$ cat src/rtl/ray_frame_scheduler.sv
// Frame scheduler: walks the raster, issues credit-gated pixel coordinates and
// holds a per-frame configuration snapshot. Optional SCHED_STALL_CNT_EN adds a stall-cycle counter.
module ray_frame_scheduler #(
  parameter int FP_W    = 32,
  parameter int PX_W    = 11,
  parameter int CREDITS = 16,
  parameter int CR_W    = 5
) (
  input  logic              clk,
  input  logic              rst_gen,
  input  logic              start,
  input  logic              abort,
  input  logic [PX_W-1:0]   width_px,
  input  logic [PX_W-1:0]   height_px,
  input  logic [FP_W-1:0]   x_start,
  input  logic [FP_W-1:0]   y_start,
  input  logic [FP_W-1:0]   x_step,
  input  logic [FP_W-1:0]   y_step,
  input  logic [3*FP_W-1:0] light_pos_in,
  input  logic [3*FP_W-1:0] cam_fwd_in,
  input  logic [3*FP_W-1:0] cam_right_in,
  input  logic [3*FP_W-1:0] ray_origin_in,
  input  logic              sdf_sel_in,
  output logic [FP_W-1:0]   screen_x,
  output logic [FP_W-1:0]   screen_y,
  output logic              pix_valid,
  output logic [3*FP_W-1:0] light_pos,
  output logic [3*FP_W-1:0] camera_forward,
  output logic [3*FP_W-1:0] camera_right,
  output logic [3*FP_W-1:0] ray_origin,
  output logic              sdf_sel,
  input  logic              pix_accept,
  output logic              busy,
  output logic              frame_done,
  output logic [CR_W-1:0]   credits
`ifdef SCHED_STALL_CNT_EN
  ,
  output logic [31:0]       stall_cycles
`endif
);

  typedef enum logic [1:0] {ST_IDLE, ST_ISSUE, ST_DRAIN} state_t;

  localparam logic [CR_W-1:0] CR_FULL = CR_W'(CREDITS);
  localparam logic [CR_W-1:0] CR_ONE  = CR_W'(1);
  localparam logic [PX_W-1:0] PX_ONE  = PX_W'(1);

  // Credit update; an accept with the counter already full is dropped.
  function automatic logic [CR_W-1:0] credit_next(input logic [CR_W-1:0] c,
                                                  input logic iss, input logic acc);
    logic [CR_W-1:0] r;
    r = c;
    if (iss && !acc) begin
      r = c - CR_ONE;
    end else if (!iss && acc && (c != CR_FULL)) begin
      r = c + CR_ONE;
    end
    return r;
  endfunction

  state_t                   state_q, state_d;
  logic [CR_W-1:0]          cred_q, cred_d;
  logic [PX_W-1:0]          col_q, col_d, row_q, row_d;
  logic signed [FP_W-1:0]   cur_x_q, cur_x_d, cur_y_q, cur_y_d;
  logic [3*FP_W-1:0]        light_q, light_d, fwd_q, fwd_d;
  logic [3*FP_W-1:0]        right_q, right_d, orig_q, orig_d;
  logic                     sdf_q, sdf_d;
  logic                     done_q, done_d;

  // Frame geometry shadows; only consulted while a frame is active.
  logic [PX_W-1:0]          w_q, w_d, h_q, h_d;
  logic signed [FP_W-1:0]   xs_q, xs_d, xst_q, xst_d, yst_q, yst_d;

  logic issue;
  logic start_ok;
  logic last_col;
  logic last_row;

  assign issue    = (state_q == ST_ISSUE) && (cred_q != '0);
  assign start_ok = start && (width_px != '0) && (height_px != '0);
  assign last_col = (col_q == (w_q - PX_ONE));
  assign last_row = (row_q == (h_q - PX_ONE));

`ifdef SCHED_STALL_CNT_EN
  logic [31:0] stall_q, stall_d;

  function automatic logic [31:0] sat_inc32(input logic [31:0] v);
    return (v == '1) ? v : v + 32'd1;
  endfunction
`endif

  always_comb begin
    state_d = state_q;
    cred_d  = credit_next(cred_q, issue, pix_accept);
    col_d   = col_q;
    row_d   = row_q;
    cur_x_d = cur_x_q;
    cur_y_d = cur_y_q;
    light_d = light_q;
    fwd_d   = fwd_q;
    right_d = right_q;
    orig_d  = orig_q;
    sdf_d   = sdf_q;
    done_d  = 1'b0;
    w_d     = w_q;
    h_d     = h_q;
    xs_d    = xs_q;
    xst_d   = xst_q;
    yst_d   = yst_q;
`ifdef SCHED_STALL_CNT_EN
    stall_d = stall_q;
`endif
    case (state_q)
      ST_IDLE: begin
        if (start_ok) begin
          light_d = light_pos_in;
          fwd_d   = cam_fwd_in;
          right_d = cam_right_in;
          orig_d  = ray_origin_in;
          sdf_d   = sdf_sel_in;
          w_d     = width_px;
          h_d     = height_px;
          xs_d    = x_start;
          xst_d   = x_step;
          yst_d   = y_step;
          cur_x_d = x_start;
          cur_y_d = y_start;
          col_d   = '0;
          row_d   = '0;
          state_d = ST_ISSUE;
`ifdef SCHED_STALL_CNT_EN
          stall_d = '0;
`endif
        end else if (start) begin
          done_d = 1'b1;
        end
      end
      ST_ISSUE: begin
        if (issue) begin
          if (!last_col) begin
            col_d   = col_q + PX_ONE;
            cur_x_d = cur_x_q + xst_q;
          end else begin
            col_d   = '0;
            cur_x_d = xs_q;
            row_d   = row_q + PX_ONE;
            cur_y_d = cur_y_q + yst_q;
          end
          if (last_col && last_row) begin
            state_d = ST_DRAIN;
          end
        end
`ifdef SCHED_STALL_CNT_EN
        else begin
          stall_d = sat_inc32(stall_q);
        end
`endif
        if (abort) begin
          state_d = ST_DRAIN;
        end
      end
      ST_DRAIN: begin
        if (cred_q == CR_FULL) begin
          done_d  = 1'b1;
          state_d = ST_IDLE;
        end
      end
      default: state_d = ST_IDLE;
    endcase
  end

  always_ff @(posedge clk or negedge rst_gen) begin
    if (!rst_gen) begin
      state_q <= ST_IDLE;
      cred_q  <= CR_FULL;
      col_q   <= '0;
      row_q   <= '0;
      cur_x_q <= '0;
      cur_y_q <= '0;
      light_q <= '0;
      fwd_q   <= '0;
      right_q <= '0;
      orig_q  <= '0;
      sdf_q   <= 1'b0;
      done_q  <= 1'b0;
`ifdef SCHED_STALL_CNT_EN
      stall_q <= '0;
`endif
    end else begin
      state_q <= state_d;
      cred_q  <= cred_d;
      col_q   <= col_d;
      row_q   <= row_d;
      cur_x_q <= cur_x_d;
      cur_y_q <= cur_y_d;
      light_q <= light_d;
      fwd_q   <= fwd_d;
      right_q <= right_d;
      orig_q  <= orig_d;
      sdf_q   <= sdf_d;
      done_q  <= done_d;
`ifdef SCHED_STALL_CNT_EN
      stall_q <= stall_d;
`endif
    end
  end

  always_ff @(posedge clk) begin
    w_q   <= w_d;
    h_q   <= h_d;
    xs_q  <= xs_d;
    xst_q <= xst_d;
    yst_q <= yst_d;
  end

  assign pix_valid      = issue;
  assign busy           = (state_q != ST_IDLE);
  assign frame_done     = done_q;
  assign credits        = cred_q;
  assign screen_x       = cur_x_q;
  assign screen_y       = cur_y_q;
  assign light_pos      = light_q;
  assign camera_forward = fwd_q;
  assign camera_right   = right_q;
  assign ray_origin     = orig_q;
  assign sdf_sel        = sdf_q;
`ifdef SCHED_STALL_CNT_EN
  assign stall_cycles   = stall_q;
`endif

endmodule
$ cat config.mk
export PLATFORM = sky130hd
export DESIGN_NAME = ray_frame_scheduler
export DESIGN_NICKNAME = d
export VERILOG_FILES = /design/src/rtl/ray_frame_scheduler.sv
export SDC_FILE = /design/constraint.sdc
export NUM_CORES = 1
export LEC_CHECK = 0
export ABC_CLOCK_PERIOD_IN_PS = 12400
export BUFFER_PORTS_ARGS = -buffer_cell sky130_fd_sc_hd__buf_2
export CAP_MARGIN = 5
export CORE_AREA = 2 2 384 386
export DETAILED_ROUTE_END_ITERATION = 8
export DIE_AREA = 0 0 386 388
export SYNTH_ARGS = -nofsm -noshare
export SYNTH_HDL_FRONTEND = slang
export SYNTH_SLANG_ARGS = --single-unit
$ cat constraint.sdc
create_clock -name clk -period 12.4 [get_ports clk]
set_input_delay 1.24 -clock clk [delete_from_list [all_inputs] [get_ports clk]]
set_output_delay 1.24 -clock clk [all_outputs]
set_load 0.005 [all_outputs]
==> impl_metrics.xml <==
<?xml version="1.0" encoding="UTF-8"?>
<metrics>
  <group name="pwr">
    <metric name="cellPowerDensity" unit="nW/um2">265</metric>
    <metric name="power.net_switching" unit="mW">3.90</metric>
    <metric name="cellInternalPower" unit="mW">5.65</metric>
    <metric name="leakage_power_of_the_design" unit="nW">18.4</metric>
    <metric name="vdd.ir_drop.worst" unit="uV">131</metric>
    <metric name="power.share.switching" unit="">0.409</metric>
    <metric name="sequentialPowerShare" unit="">0.353</metric>
    <metric name="power.share.clock" unit="">0.230</metric>
    <metric name="power_frac_comb" unit="">0.417</metric>
  </group>
  <group name="routing">
    <metric name="remaining_drc_errors" unit="">0</metric>
    <metric name="wl_met3" unit="mm">8.87</metric>
    <metric name="detail_route.wirelength.met1" unit="mm">42.9</metric>
    <metric name="route.final.wire_length" unit="mm">108</metric>
    <metric name="wl_met2" unit="mm">51.6</metric>
    <metric name="post_drt_via_cell_ratio" unit="">4.12</metric>
    <metric name="iteration_0_drc_markers" unit="">1481</metric>
    <metric name="drt_pass1_iterations" unit="">7</metric>
    <metric name="wire_per_inst" unit="um">18.6</metric>
    <metric name="top_signal_layer_used" unit="">met5</metric>
    <metric name="drtAntennaViolNets" unit="">0</metric>
    <metric name="vias" unit="">23900</metric>
  </group>
  <group name="timing">
    <metric name="maxClockFrequency" unit="GHz">0.203</metric>
    <metric name="finalClockSkew" unit="ps">37.7</metric>
    <metric name="finalMaxSlewViolations" unit="">0</metric>
    <metric name="slew_headroom" unit="">0.213</metric>
    <metric name="actual_transition_at_the_worst_max_transition_pin" unit="ps">1170</metric>
    <metric name="timing.final.crit_period" unit="ps">4930</metric>
    <metric name="timing_hold_violations_final" unit="">0</metric>
    <metric name="setup_violations" unit="">0</metric>
    <metric name="period_share" unit="">0.397</metric>
    <metric name="rsz0062_at_grt" unit="">false</metric>
    <metric name="final.hold.worst_slack" unit="ps">465</metric>
    <metric name="fin_tns_setup" unit="ps">0</metric>
  </group>
  <group name="global_routing">
    <metric name="gr-usage-all-layers" unit="">0.138</metric>
    <metric name="vias_in_the_first_global_route" unit="">23800</metric>
    <metric name="grt-ovfl-total" unit="">0</metric>
    <metric name="grt_start_max_net_pins" unit="">141</metric>
    <metric name="grt_first_pass_wirelength" unit="mm">157</metric>
    <metric name="antenna_found_initial" unit="">28</metric>
  </group>
  <group name="placement">
    <metric name="dpl_cell_area" unit="um2">33600</metric>
    <metric name="dp.final_hpwl" unit="mm">82.5</metric>
    <metric name="dp_cells" unit="">5635</metric>
    <metric name="globalplace.congestion" unit="">0.916</metric>
    <metric name="numPortBuffers" unit="">996</metric>
  </group>
  <group name="critical_path">
    <metric name="worst-endpoint-arrival" unit="ps">5530</metric>
    <metric name="critPathRequiredTime" unit="ps">13000</metric>
    <metric name="worst_setup_path_end_kind" unit="">register</metric>
    <metric name="worstSetupStartpointType" unit="">input pin</metric>
    <metric name="ff2ff_path_depth" unit="">12</metric>
    <metric name="critPathMaxFanout" unit="">91</metric>
    <metric name="crit_chain" unit="">buf_2, nor4_1, nand3_1, nand3_1, or2_4, buf_4, buf_4, buf_4, nand2_1, nand2_1</metric>
    <metric name="cpMaxStageDelayCell" unit="">nor4_1</metric>
    <metric name="crit_cells" unit="">10</metric>
    <metric name="critPathTopFamily" unit="">buffers and inverters</metric>
    <metric name="worst_path_most_repeated_cell" unit="">buf_4</metric>
    <metric name="worst-path-buf-inv" unit="">4</metric>
    <metric name="criticalPathCategory" unit="">input pin to register</metric>
    <metric name="max_stage_delay" unit="ps">980</metric>
  </group>
  <group name="clock_tree">
    <metric name="tritoncts_clock_tree" unit="">built</metric>
    <metric name="htree_num_levels" unit="">3</metric>
    <metric name="cts-hold-fix-buffers" unit="">0</metric>
    <metric name="clock_insertion_delay_worst_skew" unit="ps">660</metric>
    <metric name="cts_made_buffers" unit="">74</metric>
    <metric name="clkTransAtPathRegs" unit="ps">60</metric>
    <metric name="cts_num_sinks" unit="">597</metric>
    <metric name="postCtsResizedCells" unit="">0</metric>
    <metric name="cts-root-buf" unit="">clkbuf_16</metric>
    <metric name="clk_path_buf_depth" unit="">3</metric>
    <metric name="post_cts.repair.setup_buffers" unit="">0</metric>
  </group>
  <group name="finish">
    <metric name="fillerInstances" unit="">15700</metric>
    <metric name="number_of_nets_in_the_final_layout" unit="">4406</metric>
    <metric name="areaGrowthSynthToFinish" unit="%">36.5</metric>
    <metric name="final_design_area_no_fill" unit="um2">36100</metric>
    <metric name="layout-drive-gt1-share" unit="">0.300</metric>
    <metric name="layout.cells.most_common" unit="">nand2_1</metric>
    <metric name="final_cells" unit="">5787</metric>
    <metric name="mostFrequentLayoutCells" unit="">nand2_1 (1265), buf_2 (995), dfrtp_1 (478), edfxtp_1 (118), a21oi_1 (112)</metric>
    <metric name="postLayoutCoreUtil" unit="">0.249</metric>
  </group>
  <group name="worst_hold_path">
    <metric name="timing.hold.worst_path_depth" unit="">2</metric>
    <metric name="worstHoldPathType" unit="">register to register</metric>
  </group>
  <group name="yosys">
    <metric name="postSynthAreaPerCell" unit="um2">9.36</metric>
    <metric name="synth_cells" unit="">2825</metric>
    <metric name="netlist-cell-type-count" unit="">68</metric>
    <metric name="asyncSetResetFlopFracSynth" unit="">0.802</metric>
    <metric name="ys_warn_count" unit="">0</metric>
    <metric name="syn_nets" unit="">3437</metric>
    <metric name="post-synth-top-area-cell" unit="">dfrtp_1</metric>
    <metric name="synth_enable_flop_cells" unit="">118</metric>
    <metric name="synth-seq-area-share" unit="">0.587</metric>
    <metric name="cells_taking_the_most_area_after_synthesis" unit="">dfrtp_1 (45%), nand2_1 (18%), edfxtp_1 (13%)</metric>
    <metric name="post_synth_instance_area" unit="um2">26400</metric>
    <metric name="post-synth-top-area-fraction" unit="">0.452</metric>
    <metric name="ys_ff_latch" unit="">597</metric>
    <metric name="synth-main-ff-cell" unit="">dfrtp_1</metric>
  </group>
  <group name="floorplan">
    <metric name="initial_utilization" unit="">0.182</metric>
    <metric name="pin_count" unit="">997</metric>
    <metric name="chipWidth" unit="um">386</metric>
    <metric name="core_area" unit="um2">145000</metric>
    <metric name="fp.dieArea" unit="um2">150000</metric>
    <metric name="die_y" unit="um">388</metric>
    <metric name="floorplan.rows" unit="">140</metric>
  </group>
  <group name="run">
    <metric name="max_cap_viol_count" unit="">0</metric>
  </group>
  <group name="outcome">
    <metric name="run_status" unit="">complete, no violations</metric>
  </group>
</metrics>
## routing by layer
layer,up-vias,GRT usage
li1,11300,-
met1,11500,0.166
met2,922,0.230
met3,189,0.0421
met4,12,0.0533
met5,-,0
## worst min-delay path, cell delays in order (launching register included)
cell     delay (ps)
dfrtp_1         330
nand2_1          50
nand2_1          50
## final cells by class
type | count | area (um2) | share of cell area
antenna | 21 | 52.6 | 0.00146
clock buffer | 102 | 2090 | 0.0579
clock inverter | 29 | 372 | 0.0103
inverter | 31 | 124 | 0.00343
multi-input combinational | 2069 | 10300 | 0.286
sequential | 597 | 15500 | 0.430
tap | 1917 | 2400 | 0.0664
timing repair buffer | 1021 | 5210 | 0.144
## worst paths after layout
path                                           start                              to  slack [ps]
hold / removal             light_pos[93]$_DFFE_PN0P_       light_pos[93]$_DFFE_PN0P_         460
min in group asynchronous                    rst_gen       light_pos[91]$_DFFE_PN0P_         490
hold reg to reg            light_pos[93]$_DFFE_PN0P_       light_pos[93]$_DFFE_PN0P_         460
setup reg to reg                    w_q[0]$_DFFE_PP_        screen_x[30]$_DFFE_PN0P_        7740
max in group asynchronous                    rst_gen    camera_right[50]$_DFFE_PN0P_        9740
setup / recovery                        height_px[2]  camera_forward[62]$_DFFE_PN0P_        7470
## sequential cells by signal, indices dropped and copies added, names as in the netlist
register        count
camera_forward     96
camera_right       96
light_pos          96
ray_origin         96
screen_x           32
screen_y           32
xs_q               32
xst_q              32
yst_q              32
col_q              11
h_q                11
row_q              11
w_q                11
credits             5
state_q             2
frame_done          1
sdf_sel             1
## per-stage QoR
step	setup WS (ps)	total power [mW]
after floorplan	6270	5.55
after global placement	6860	7.34
after detailed placement	6770	7.41
after CTS	7550	9.69
after global routing	7390	10.3
final	7470	9.55
## cells by family after synthesis
| group | count (synthesis) | synth area share |
|---|---|---|
| xor gates and xnor gates | 85 | 0.0282 |
| DFF | 597 | 0.587 |
| adders and majority gates | 72 | 0.0349 |
| AOI/OAI and AO/OA | 357 | 0.0850 |
| and+or+nand+nor | 1531 | 0.232 |
| muxes | 24 | 0.00918 |
| buffers and inverters | 159 | 0.0234 |
## Yosys cell counts, drive strengths merged, types with 5 or more instances
cell type,count
nand2,1265
dfrtp,478
edfxtp,118
a21oi,112
clkbuf,111
nor2,100
o21ai,78
ha,69
xnor2,47
a21o,39
xor2,38
inv,30
nor3,30
a31oi,26
nand3,26
mux2i,22
nand4,19
and3,17
buf,17
a211oi,16
nand2b,15
o211ai,15
or3,15
nand3b,9
nor2b,9
a21boi,8
nor4,8
o21a,7
o21bai,6
o31ai,6
o41ai,6
or2,5
## power by group through the flow
stage | combinational (mW) | clock [mW] | sequential (mW)
global placement | 3.96 | 0 | 3.38
detailed placement | 4.03 | 0 | 3.38
global route | 4.45 | 2.35 | 3.47
finish | 3.98 | 2.20 | 3.37
CTS | 4.04 | 2.28 | 3.37
floorplan | 2.18 | 0 | 3.37
Note: power is estimated with default switching activity, not from simulation.
